**src/rtl/alu_issue_stage_pkg.sv**
```systemverilog
// Shared definitions for the ALU issue stage: ALU select encoding,
// RV32I opcode / funct constants and a funct3 -> base ALU op helper.
package alu_issue_stage_pkg;

    // Select encoding consumed by the downstream ALU.
    typedef enum logic [3:0] {
        ALU_ADD   = 4'd0,
        ALU_SUB   = 4'd1,
        ALU_AND   = 4'd2,
        ALU_OR    = 4'd3,
        ALU_XOR   = 4'd4,
        ALU_SLT   = 4'd5,
        ALU_SLTU  = 4'd6,
        ALU_SLL   = 4'd7,
        ALU_SRL   = 4'd8,
        ALU_SRA   = 4'd9,
        ALU_COPY1 = 4'd10
    } alu_sel_e;

    localparam logic [6:0] OPC_OP     = 7'b0110011;
    localparam logic [6:0] OPC_OP_IMM = 7'b0010011;
    localparam logic [6:0] OPC_LUI    = 7'b0110111;
    localparam logic [6:0] OPC_AUIPC  = 7'b0010111;

    localparam logic [2:0] F3_ADD_SUB = 3'd0;
    localparam logic [2:0] F3_SLL     = 3'd1;
    localparam logic [2:0] F3_SLT     = 3'd2;
    localparam logic [2:0] F3_SLTU    = 3'd3;
    localparam logic [2:0] F3_XOR     = 3'd4;
    localparam logic [2:0] F3_SRL_SRA = 3'd5;
    localparam logic [2:0] F3_OR      = 3'd6;
    localparam logic [2:0] F3_AND     = 3'd7;

    localparam logic [6:0] F7_BASE = 7'b0000000;
    localparam logic [6:0] F7_ALT  = 7'b0100000;

    // ALU op for a funct3 when funct7 carries no alternate selection.
    function automatic alu_sel_e base_sel(input logic [2:0] f3);
        case (f3)
            F3_ADD_SUB: return ALU_ADD;
            F3_SLL:     return ALU_SLL;
            F3_SLT:     return ALU_SLT;
            F3_SLTU:    return ALU_SLTU;
            F3_XOR:     return ALU_XOR;
            F3_SRL_SRA: return ALU_SRL;
            F3_OR:      return ALU_OR;
            F3_AND:     return ALU_AND;
            default:    return ALU_AND;
        endcase
    endfunction

endpackage

```
**src/rtl/alu_issue_stage_decode.sv**
```systemverilog
// rv32_alu_decode: combinational RV32I -> ALU operand/select decode.
// Illegal encodings become COPY1 of zero so they retire with a zero result.
module rv32_alu_decode
    import alu_issue_stage_pkg::*;
(
    input  logic [31:0] inst,
    input  logic [31:0] pc,
    input  logic [31:0] rs1,
    input  logic [31:0] rs2,
    output logic [31:0] op1,
    output logic [31:0] op2,
    output alu_sel_e    sel,
    output logic [4:0]  rd,
    output logic        illegal
);

    logic [6:0]  opcode;
    logic [6:0]  f7;
    logic [2:0]  f3;
    logic [31:0] imm_i;
    logic [31:0] imm_u;
    logic [31:0] shamt;

    assign opcode = inst[6:0];
    assign f7     = inst[31:25];
    assign f3     = inst[14:12];
    assign imm_i  = {{20{inst[31]}}, inst[31:20]};
    assign imm_u  = {inst[31:12], 12'b0};
    assign shamt  = {27'b0, inst[24:20]};

    // Decode opcode/funct fields into operands and ALU select.
    always_comb begin
        op1     = '0;
        op2     = '0;
        sel     = ALU_COPY1;
        illegal = 1'b0;
        rd      = inst[11:7];
        case (opcode)
            OPC_OP: begin
                op1 = rs1;
                op2 = rs2;
                if (f7 == F7_BASE)                         sel = base_sel(f3);
                else if (f7 == F7_ALT && f3 == F3_ADD_SUB) sel = ALU_SUB;
                else if (f7 == F7_ALT && f3 == F3_SRL_SRA) sel = ALU_SRA;
                else                                       illegal = 1'b1;
            end
            OPC_OP_IMM: begin
                op1 = rs1;
                op2 = imm_i;
                if (f3 == F3_SLL) begin
                    op2 = shamt;
                    if (f7 == F7_BASE) sel = ALU_SLL;
                    else               illegal = 1'b1;
                end else if (f3 == F3_SRL_SRA) begin
                    op2 = shamt;
                    if (f7 == F7_BASE)     sel = ALU_SRL;
                    else if (f7 == F7_ALT) sel = ALU_SRA;
                    else                   illegal = 1'b1;
                end else begin
                    sel = base_sel(f3);
                end
            end
            OPC_LUI: begin
                sel = ALU_COPY1;
                op1 = imm_u;
            end
            OPC_AUIPC: begin
                sel = ALU_ADD;
                op1 = pc;
                op2 = imm_u;
            end
            default: illegal = 1'b1;
        endcase
        if (illegal) begin
            sel = ALU_COPY1;
            op1 = '0;
            op2 = '0;
        end
    end

endmodule

```
**src/rtl/alu_issue_stage.sv**
```systemverilog
// alu_issue_stage: E/W two-stage issue wrapper around an external
// combinational ALU, valid/ready on both sides.
// Optional macro ALU_ISSUE_BYPASS_EN: forward in-flight E/W results into
// rs1/rs2 at decode.
module alu_issue_stage
    import alu_issue_stage_pkg::*;
#(
    parameter int XLEN = 32
) (
    input  logic            clk,
    input  logic            rst,
    input  logic            in_valid,
    output logic            in_ready,
    input  logic [31:0]     in_inst,
    input  logic [XLEN-1:0] in_pc,
    input  logic [XLEN-1:0] in_rs1_val,
    input  logic [XLEN-1:0] in_rs2_val,
    output logic [XLEN-1:0] alu_op1,
    output logic [XLEN-1:0] alu_op2,
    output logic [3:0]      alu_sel,
    input  logic [XLEN-1:0] alu_out,
    output logic            wb_valid,
    input  logic            wb_ready,
    output logic [4:0]      wb_rd,
    output logic [XLEN-1:0] wb_data,
    output logic            wb_illegal
);

    logic            e_valid;
    logic [4:0]      e_rd;
    logic            e_illegal;
    logic            w_load;
    logic            accept;
    logic [XLEN-1:0] dec_rs1;
    logic [XLEN-1:0] dec_rs2;
    logic [XLEN-1:0] dec_op1;
    logic [XLEN-1:0] dec_op2;
    alu_sel_e        dec_sel;
    logic [4:0]      dec_rd;
    logic            dec_illegal;

    assign w_load   = e_valid && (!wb_valid || wb_ready);
    assign in_ready = !e_valid || w_load;
    assign accept   = in_valid && in_ready;

`ifdef ALU_ISSUE_BYPASS_EN
    logic [4:0] rs1_idx;
    logic [4:0] rs2_idx;
    assign rs1_idx = in_inst[19:15];
    assign rs2_idx = in_inst[24:20];

    // rs1 source: E result first (if legal), then W result, then the input.
    always_comb begin
        dec_rs1 = in_rs1_val;
        if (rs1_idx != 5'd0 && e_valid && !e_illegal && rs1_idx == e_rd)
            dec_rs1 = alu_out;
        else if (rs1_idx != 5'd0 && wb_valid && rs1_idx == wb_rd)
            dec_rs1 = wb_data;
    end

    // rs2 source, same priority as rs1.
    always_comb begin
        dec_rs2 = in_rs2_val;
        if (rs2_idx != 5'd0 && e_valid && !e_illegal && rs2_idx == e_rd)
            dec_rs2 = alu_out;
        else if (rs2_idx != 5'd0 && wb_valid && rs2_idx == wb_rd)
            dec_rs2 = wb_data;
    end
`else
    assign dec_rs1 = in_rs1_val;
    assign dec_rs2 = in_rs2_val;
`endif

    rv32_alu_decode u_decode (
        .inst    (in_inst),
        .pc      (in_pc),
        .rs1     (dec_rs1),
        .rs2     (dec_rs2),
        .op1     (dec_op1),
        .op2     (dec_op2),
        .sel     (dec_sel),
        .rd      (dec_rd),
        .illegal (dec_illegal)
    );

    // E stage: capture decoded instruction on accept, drain on move to W.
    always_ff @(posedge clk or negedge rst) begin
        if (!rst) begin
            e_valid   <= 1'b0;
            alu_op1   <= '0;
            alu_op2   <= '0;
            alu_sel   <= ALU_ADD;
            e_rd      <= '0;
            e_illegal <= 1'b0;
        end else if (accept) begin
            e_valid   <= 1'b1;
            alu_op1   <= dec_op1;
            alu_op2   <= dec_op2;
            alu_sel   <= dec_sel;
            e_rd      <= dec_rd;
            e_illegal <= dec_illegal;
        end else if (w_load) begin
            e_valid   <= 1'b0;
        end
    end

    // W stage: capture ALU result, hold until the consumer takes it.
    always_ff @(posedge clk or negedge rst) begin
        if (!rst) begin
            wb_valid   <= 1'b0;
            wb_rd      <= '0;
            wb_data    <= '0;
            wb_illegal <= 1'b0;
        end else if (w_load) begin
            wb_valid   <= 1'b1;
            wb_rd      <= e_rd;
            wb_data    <= e_illegal ? '0 : alu_out;
            wb_illegal <= e_illegal;
        end else if (wb_ready) begin
            wb_valid   <= 1'b0;
        end
    end

endmodule

```
**config.mk**
```make
export PLATFORM = sky130hd
export DESIGN_NAME = alu_issue_stage
export DESIGN_NICKNAME = d
export VERILOG_FILES = /design/src/rtl/alu_issue_stage_pkg.sv /design/src/rtl/alu_issue_stage_decode.sv /design/src/rtl/alu_issue_stage.sv
export SDC_FILE = /design/constraint.sdc
export NUM_CORES = 1
export LEC_CHECK = 0
export BUFFER_PORTS_ARGS = -buffer_cell sky130_fd_sc_hd__clkbuf_2
export CORE_UTILIZATION = 46
export DETAILED_ROUTE_END_ITERATION = 10
export PLACE_DENSITY = 0.8
export SYNTH_ARGS = -nofsm -noshare
export SYNTH_HDL_FRONTEND = slang
export SYNTH_SLANG_ARGS = --single-unit
```
**constraint.sdc**
```tcl
create_clock -name clk -period 1.7 [get_ports clk]
set_input_delay 0.34 -clock clk [delete_from_list [all_inputs] [get_ports clk]]
set_output_delay 0.34 -clock clk [all_outputs]
set_load 0.02 [all_outputs]
```
### After elaboration in Yosys (flattened, before gate mapping)

Memories as Yosys holds them, arrays and structs flattened.
Cells that the tools add are included.

| word-level totals | value |
|---|---|
| register bits after elaboration | 114 |
| bits in latches | 0 |
| RAM bits | 0 |
| bits in read-only memories | 64 |
| bits of input ports | 164 |
| memories | 2 |

Memories:

| name | depth | width | read ports | clocked after Yosys merged registers in | write ports | line | RTL |
|---|---|---|---|---|---|---|---|
| (name not given) | 8 | 4 | 1 | 0 | 0 | alu_issue_stage_pkg.sv:39 | `case (f3)` |
| (name not given) | 8 | 4 | 1 | 0 | 0 | alu_issue_stage_pkg.sv:39 |  |

| cells by class | value |
|---|---|
| add/subtract/negate cells | 0 |
| multipliers | 0 |
| div/mod/pow operators | 0 |
| magnitude comparators | 0 |
| equality and inequality tests | 7 |
| shifts and indexed selects | 0 |
| multiplexer cells | 30 |
| bitwise gates (word level) | 0 |
| reduce and logical (&&, ||, !) cells | 14 |

Operators with widths:

| operator | count |
|---|---|
| 32-bit one-hot mux with 3 select lines | 2 |
| 32-bit two-way mux | 5 |
| 4-bit two-way mux | 7 |
| 7-bit by 6-bit equality test with 1-bit output, second input constant | 3 |
| 7-bit by 5-bit equality test with 1-bit output, second input constant | 2 |
| 1-bit two-way mux | 12 |
| 4-bit one-hot mux with 3 select lines | 1 |
| 7-bit logical NOT | 1 |
| 1-bit logical AND | 4 |
| 2-bit two-way mux | 2 |
| 2-bit nonzero test | 2 |
| 2-bit OR reduction | 2 |
| 3-bit by 1-bit equality test with 1-bit output, second input constant | 1 |
| 3-bit equality test, second input constant | 1 |
| 3-bit logical NOT | 1 |
| 1-bit one-hot mux with 3 select lines | 1 |
| 1-bit logical NOT | 2 |
| 1-bit logical OR | 2 |

### Logic depth before layout (Yosys ltp)

| logic depth | value |
|---|---|
| depth after elaboration | 7 |
| gate-level depth with buffers | 8 |
| mapped depth without buffers | 6 |

### Hierarchy

Synthesis repeated with hierarchy kept, for this count alone.

| unflattened totals | value |
|---|---|
| cells, all modules | 542 |
| area total of the unflattened synthesis | 6517.5 um^2 |

By module, submodules not included:

| module | times used | cells each | area an instance (um^2) | seq. area each (um^2) |
|---|---|---|---|---|
| alu_issue_stage | 1 | 279 | 4833.4 | 2852.7 |
| rv32_alu_decode | 1 | 263 | 1684.1 | 0.0 |

### Least setup slack after synthesis

No wires, ideal clock.

| timing path | value |
|---|---|
| path kind | input to register |
| start point | input port in_inst[26] |
| end point | register alu_sel[1] |
| setup time | 129 ps |
| arrival | 2096 ps |
| data required time | 1571 ps |
| setup slack | -525 ps |
| cell stages on the path | 5 |
| cells stage by stage | or4_1 > buf_2 > a311o_1 > a2111o_1 > o41a_1 |

| on the way | value |
|---|---|
| cells in the longest elaborated chain, start to end | 7 |

RTL lines:

| item | line | RTL |
|---|---|---|
| start, declared | alu_issue_stage.sv:14 | `input logic [31:0] in_inst,` |
| 7-bit by 6-bit equality test with 1-bit output | alu_issue_stage_decode.sv:43, alu_issue_stage_decode.sv:44, alu_issue_stage_decode.sv:57 |  |
| 2-bit two-way mux (tied with other cells) | alu_issue_stage_decode.sv:57 | `else if (f7 == F7_ALT) sel = ALU_SRA;` |
| 4-bit two-way mux (tied with other cells) | alu_issue_stage_decode.sv:56 | `if (f7 == F7_BASE) sel = ALU_SRL;` |
| 4-bit two-way mux (tied with other cells) | alu_issue_stage_decode.sv:54 | `end else if (f3 == F3_SRL_SRA) begin` |
| 4-bit two-way mux (tied with other cells) | alu_issue_stage_decode.sv:50 | `if (f3 == F3_SLL) begin` |
| 4-bit one-hot mux with 3 select lines or 1-bit one-hot mux with 3 select lines (tied branches) | alu_issue_stage_decode.sv:38 | `case (opcode)` |
| 4-bit two-way mux (*) | alu_issue_stage_decode.sv:74 | `if (illegal) begin` |
| end signal, assigned | alu_issue_stage.sv:99 | `alu_sel <= dec_sel;` |
| end, declared | alu_issue_stage.sv:20 | `output logic [3:0] alu_sel,` |

Mark *: on every way between the ends. The rest lies on a longest branch, timed or not.
A chain may end at the register's enable or synchronous reset.

### Worst setup path after layout

Ends and elaborated chain as after synthesis.

==> impl_metrics.xml <==
<?xml version="1.0" encoding="UTF-8"?>
<metrics>
  <group name="layout">
    <metric name="area_growth_syn_to_layout" unit="%">52.1</metric>
    <metric name="fillers" unit="">918</metric>
    <metric name="diodes" unit="">0</metric>
    <metric name="layout.cell_area.non_filler" unit="um2">8450</metric>
    <metric name="layout.cells.most_common" unit="">sky130_fd_sc_hd__clkbuf_2</metric>
    <metric name="mostFrequentLayoutCells" unit="">sky130_fd_sc_hd__clkbuf_2 (267), sky130_fd_sc_hd__nand2_1 (155), sky130_fd_sc_hd__dfrtp_1 (114)</metric>
    <metric name="layout.nets" unit="">1080</metric>
    <metric name="post_route_cells_drive_above_1_share" unit="%">48.3</metric>
    <metric name="finish.utilization" unit="%">72.8</metric>
  </group>
  <group name="global_route">
    <metric name="grt_antenna_before_repair" unit="">0</metric>
    <metric name="grt_overflow_total" unit="">0</metric>
    <metric name="groute.usage.overall" unit="%">29.1</metric>
    <metric name="maximum_number_of_pins_on_one_net_before_global_route_repair" unit="">61</metric>
    <metric name="grt_pass1_wl" unit="mm">28.6</metric>
    <metric name="number_of_global_route_vias_before_repair" unit="">5724</metric>
    <metric name="met3_track_utilization_from_global_routing" unit="%">6.31</metric>
    <metric name="routing_layer_with_the_top_usage_in_global_route" unit="">met2</metric>
    <metric name="met1_layer_usage_reported_by_global_route" unit="%">36.4</metric>
    <metric name="groute.layer.met2.usage" unit="%">49.4</metric>
  </group>
  <group name="clock_network">
    <metric name="cts.clk_slew.worst_paths" unit="ns">0.06</metric>
    <metric name="cts_buffers" unit="">17</metric>
    <metric name="cts_sinks" unit="">114</metric>
    <metric name="cts-root-to-sink-buffers" unit="">2</metric>
    <metric name="clock_tree_from_tritoncts" unit="">done</metric>
    <metric name="master_cell_of_the_clock_root_buffer" unit="">sky130_fd_sc_hd__clkbuf_16</metric>
    <metric name="clock_tree.htree_level_count" unit="">4</metric>
    <metric name="clock_latency_on_the_worst_skew_pair" unit="ns">0.40</metric>
  </group>
  <group name="placement">
    <metric name="globalplace.congestion" unit="">0.926</metric>
    <metric name="numPortBuffers" unit="">271</metric>
    <metric name="detailedPlacementHpwl" unit="mm">13.2</metric>
    <metric name="post_dp_cell_area" unit="um2">7500</metric>
  </group>
  <group name="die">
    <metric name="dieArea" unit="um2">12500</metric>
    <metric name="floorplan.rows" unit="">39</metric>
    <metric name="io_pins" unit="">272</metric>
    <metric name="initial_utilization" unit="%">47.8</metric>
    <metric name="core_area" unit="um2">11600</metric>
    <metric name="die_y" unit="um">112</metric>
    <metric name="die_width" unit="um">112</metric>
  </group>
  <group name="yosys">
    <metric name="post_synth_inst_count" unit="">600</metric>
    <metric name="synth_warnings" unit="">0</metric>
    <metric name="synth_seq_cells" unit="">114</metric>
    <metric name="post-synth-top-area-cell" unit="">sky130_fd_sc_hd__dfrtp_1</metric>
    <metric name="number_of_library_cell_types_mapped_by_synthesis" unit="">44</metric>
    <metric name="synth_edf_count" unit="">0</metric>
    <metric name="yosys_most_used_dff" unit="">sky130_fd_sc_hd__dfrtp_1</metric>
    <metric name="synth_area_leaders" unit="">sky130_fd_sc_hd__dfrtp_1 (51%), sky130_fd_sc_hd__nand2_1 (11%), sky130_fd_sc_hd__o21ai_0 (7.8%), sky130_fd_sc_hd__mux2i_1 (4.7%), sky130_fd_sc_hd__o31ai_1 (4.6%)</metric>
    <metric name="synth-async-reset-ratio" unit="%">100</metric>
    <metric name="netlist.area_leader.share" unit="%">51.4</metric>
    <metric name="post_syn_area_per_cell" unit="um2">9.26</metric>
    <metric name="seq_area_frac_synth" unit="%">51.4</metric>
    <metric name="total_nets_after_synthesis" unit="">768</metric>
    <metric name="post_synthesis_instance_area" unit="um2">5560</metric>
  </group>
  <group name="critical_path">
    <metric name="worst-path-max-fanout" unit="">3</metric>
    <metric name="crit-reg2reg-launch" unit="">e_valid$_DFFE_PN0P_</metric>
    <metric name="rrSetupSlack" unit="ns">0.09</metric>
    <metric name="required" unit="ns">1.98</metric>
    <metric name="timing.reg2reg.worst_path_depth" unit="">5</metric>
    <metric name="worstSetupStartpointType" unit="">input pin</metric>
    <metric name="crit_end" unit="">alu_sel[1]$_DFFE_PN0P_</metric>
    <metric name="nature_of_the_critical_path_endpoint" unit="">flop</metric>
    <metric name="crit_type" unit="">in2reg</metric>
    <metric name="startpoint" unit="">in_inst[26]</metric>
    <metric name="worst-endpoint-arrival" unit="ns">2.12</metric>
    <metric name="destination_of_the_worst_register_to_register_timing_path" unit="">alu_op2[11]$_DFFE_PN0P_</metric>
  </group>
  <group name="pwr">
    <metric name="power.density" unit="nW/um2">897</metric>
    <metric name="p_seq_share" unit="%">37.5</metric>
    <metric name="p_leak" unit="uW">0.00427</metric>
    <metric name="power_frac_clock" unit="%">48.4</metric>
    <metric name="comb_power_share" unit="%">14.1</metric>
    <metric name="ir_worst_vdd" unit="uV">631</metric>
    <metric name="p_switching" unit="uW">2000</metric>
    <metric name="power.share.switching" unit="%">26.3</metric>
    <metric name="internal_power" unit="uW">5580</metric>
  </group>
  <group name="sta">
    <metric name="setup-violations-final" unit="">57</metric>
    <metric name="tightestPinTransition" unit="ns">0.448</metric>
    <metric name="finalWorstPathRequiredPeriod" unit="ns">1.84</metric>
    <metric name="final.hold.worst_slack" unit="ns">0.174</metric>
    <metric name="worst_rel_slew_slack" unit="%">70.2</metric>
    <metric name="worst_slack" unit="ns">-0.139</metric>
    <metric name="maxSlewViolCount" unit="">0</metric>
    <metric name="finClkSkew" unit="ns">0.0136</metric>
    <metric name="rsz0062_at_grt" unit="">true</metric>
    <metric name="report.final.hold_viol_count" unit="">0</metric>
    <metric name="finalCritPeriodShare" unit="%">108</metric>
    <metric name="fmaxAchievable" unit="GHz">0.544</metric>
  </group>
  <group name="routing">
    <metric name="first_pass_iters" unit="">9</metric>
    <metric name="average_wire_length_per_cell_after_detail_routing" unit="um">16.9</metric>
    <metric name="drt_drc_violations_left" unit="">17</metric>
    <metric name="drt_wl_total" unit="mm">18.1</metric>
    <metric name="routed-via-count" unit="">5808</metric>
    <metric name="detailedRoute.firstIterationViolations" unit="">469</metric>
    <metric name="routed_via_density" unit="">5.44</metric>
    <metric name="drt.antenna.violating_nets" unit="">0</metric>
  </group>
  <group name="outcome">
    <metric name="failing_checks" unit="">design-rule violations, negative setup slack</metric>
    <metric name="run_status" unit="">complete, but fails checks</metric>
  </group>
  <group name="worst_hold_path">
    <metric name="min-delay-path-class" unit="">in2reg</metric>
    <metric name="min_from" unit="">alu_out[30]</metric>
  </group>
  <group name="run">
    <metric name="maxCapViolations" unit="">0</metric>
  </group>
</metrics>
## power groups by stage
stage	Combinational (uW)	Sequential (uW)	Clock (uW)
floorplan	399	2960	0
detailed placement	1020	2890	0
CTS	1030	2840	3720
global route	1170	2850	3870
global placement	1000	2890	0
finish	1070	2840	3670
## cells in the mapped netlist, types with 2 or more instances
cell type / number
sky130_fd_sc_hd__o31ai_1: 34
sky130_fd_sc_hd__dfrtp_1: 114
sky130_fd_sc_hd__or2_2: 2
sky130_fd_sc_hd__or3b_2: 3
sky130_fd_sc_hd__o41a_1: 2
sky130_fd_sc_hd__buf_2: 3
sky130_fd_sc_hd__a32oi_1: 2
sky130_fd_sc_hd__ha_1: 4
sky130_fd_sc_hd__clkbuf_2: 3
sky130_fd_sc_hd__clkbuf_1: 39
sky130_fd_sc_hd__a31oi_1: 2
sky130_fd_sc_hd__nor2b_1: 15
sky130_fd_sc_hd__mux2_2: 11
sky130_fd_sc_hd__a311o_1: 2
sky130_fd_sc_hd__inv_1: 5
sky130_fd_sc_hd__nand2_1: 157
sky130_fd_sc_hd__nor2_1: 5
sky130_fd_sc_hd__a221oi_1: 19
sky130_fd_sc_hd__or3_1: 2
sky130_fd_sc_hd__a21oi_1: 19
sky130_fd_sc_hd__and3_1: 7
sky130_fd_sc_hd__o21ai_0: 87
sky130_fd_sc_hd__nor4_1: 2
sky130_fd_sc_hd__a311oi_1: 2
sky130_fd_sc_hd__buf_1: 4
sky130_fd_sc_hd__nor3_1: 4
sky130_fd_sc_hd__nand2b_1: 9
sky130_fd_sc_hd__mux2i_1: 26
## registers in the layout, indices dropped and copies added (netlist names)
register,flops
e_rd,5
alu_sel,4
e_valid,1
alu_op1,32
wb_valid,1
wb_data,32
e_illegal,1
wb_illegal,1
alu_op2,32
wb_rd,5
## cell type report
class | count | area [um2] | share of cell area, %
repair buffers | 342 | 2030 | 24.1
well taps | 143 | 179 | 2.12
multi-input cells | 431 | 2750 | 32.6
clock buffers | 18 | 429 | 5.08
inverters | 6 | 22.5 | 0.267
flip-flops and latches | 114 | 2850 | 33.8
clock inverters | 14 | 180 | 2.13
## cells by family (layout without fill, tap and decap cells)
kind of cell / count (synthesis) / in the layout / synth area share, %
AO/OA/AOI/OAI: 179 / 179 / 20.4
adder cells (fa/ha/maj): 4 / 4 / 0.901
multiplexers: 37 / 37 / 6.91
AND/OR/NAND/NOR: 211 / 211 / 16.6
buffers and inverters: 55 / 380 / 3.85
flip-flops: 114 / 114 / 51.4
## routing by layer
| metal | up-vias | part of all wire, % |
|---|---|---|
| li1 | 2757 | - |
| met1 | 2703 | 40 |
| met2 | 314 | 50 |
| met3 | 34 | 7.7 |
| met4 | 0 | 2.4 |
| met5 | - | 0 |
## worst max-delay path, cell delays in order
cell and delay (ns):
sky130_fd_sc_hd__buf_6 0.09, sky130_fd_sc_hd__or4_4 0.54, sky130_fd_sc_hd__a311o_1 0.30, sky130_fd_sc_hd__a2111o_1 0.43, sky130_fd_sc_hd__o41a_1 0.42
## timing repair
item,in CTS,in global routing
gates resized for setup,31,75
pin swaps,2,3
hold endpoints to repair,112,0
gates cloned,0,1
endpoints found under the setup margin,57,67
setup buffers,2,0
hold buffers,1,0
## worst min-delay path by stage
stage	endpoint	slack, ns	depth (start not counted)
finish	wb_data[30]$_DFFE_PN0P_	0.17	3
floorplan	alu_op1[0]$_DFFE_PN0P_	0.04	0
global route	e_rd[3]$_DFFE_PN0P_	0.16	2
global placement	wb_data[15]$_DFFE_PN0P_	0.15	1
detailed placement	wb_data[15]$_DFFE_PN0P_	0.15	1
CTS	wb_data[30]$_DFFE_PN0P_	0.16	3
## through the flow
stage,std cells,total power (uW),TNS (ns),setup slack (ns)
2_1_floorplan,600,3360,-24.73,-0.477
3_3_place_gp,1032,3890,-33.89,-0.556
3_5_place_dp,1032,3910,-35.77,-0.635
4_1_cts,1067,7590,-4.26,-0.124
5_1_grt,1068,7890,-5.49,-0.157
6_report,1068,7580,-4.04,-0.139
Power figures use the tool's default switching activity.
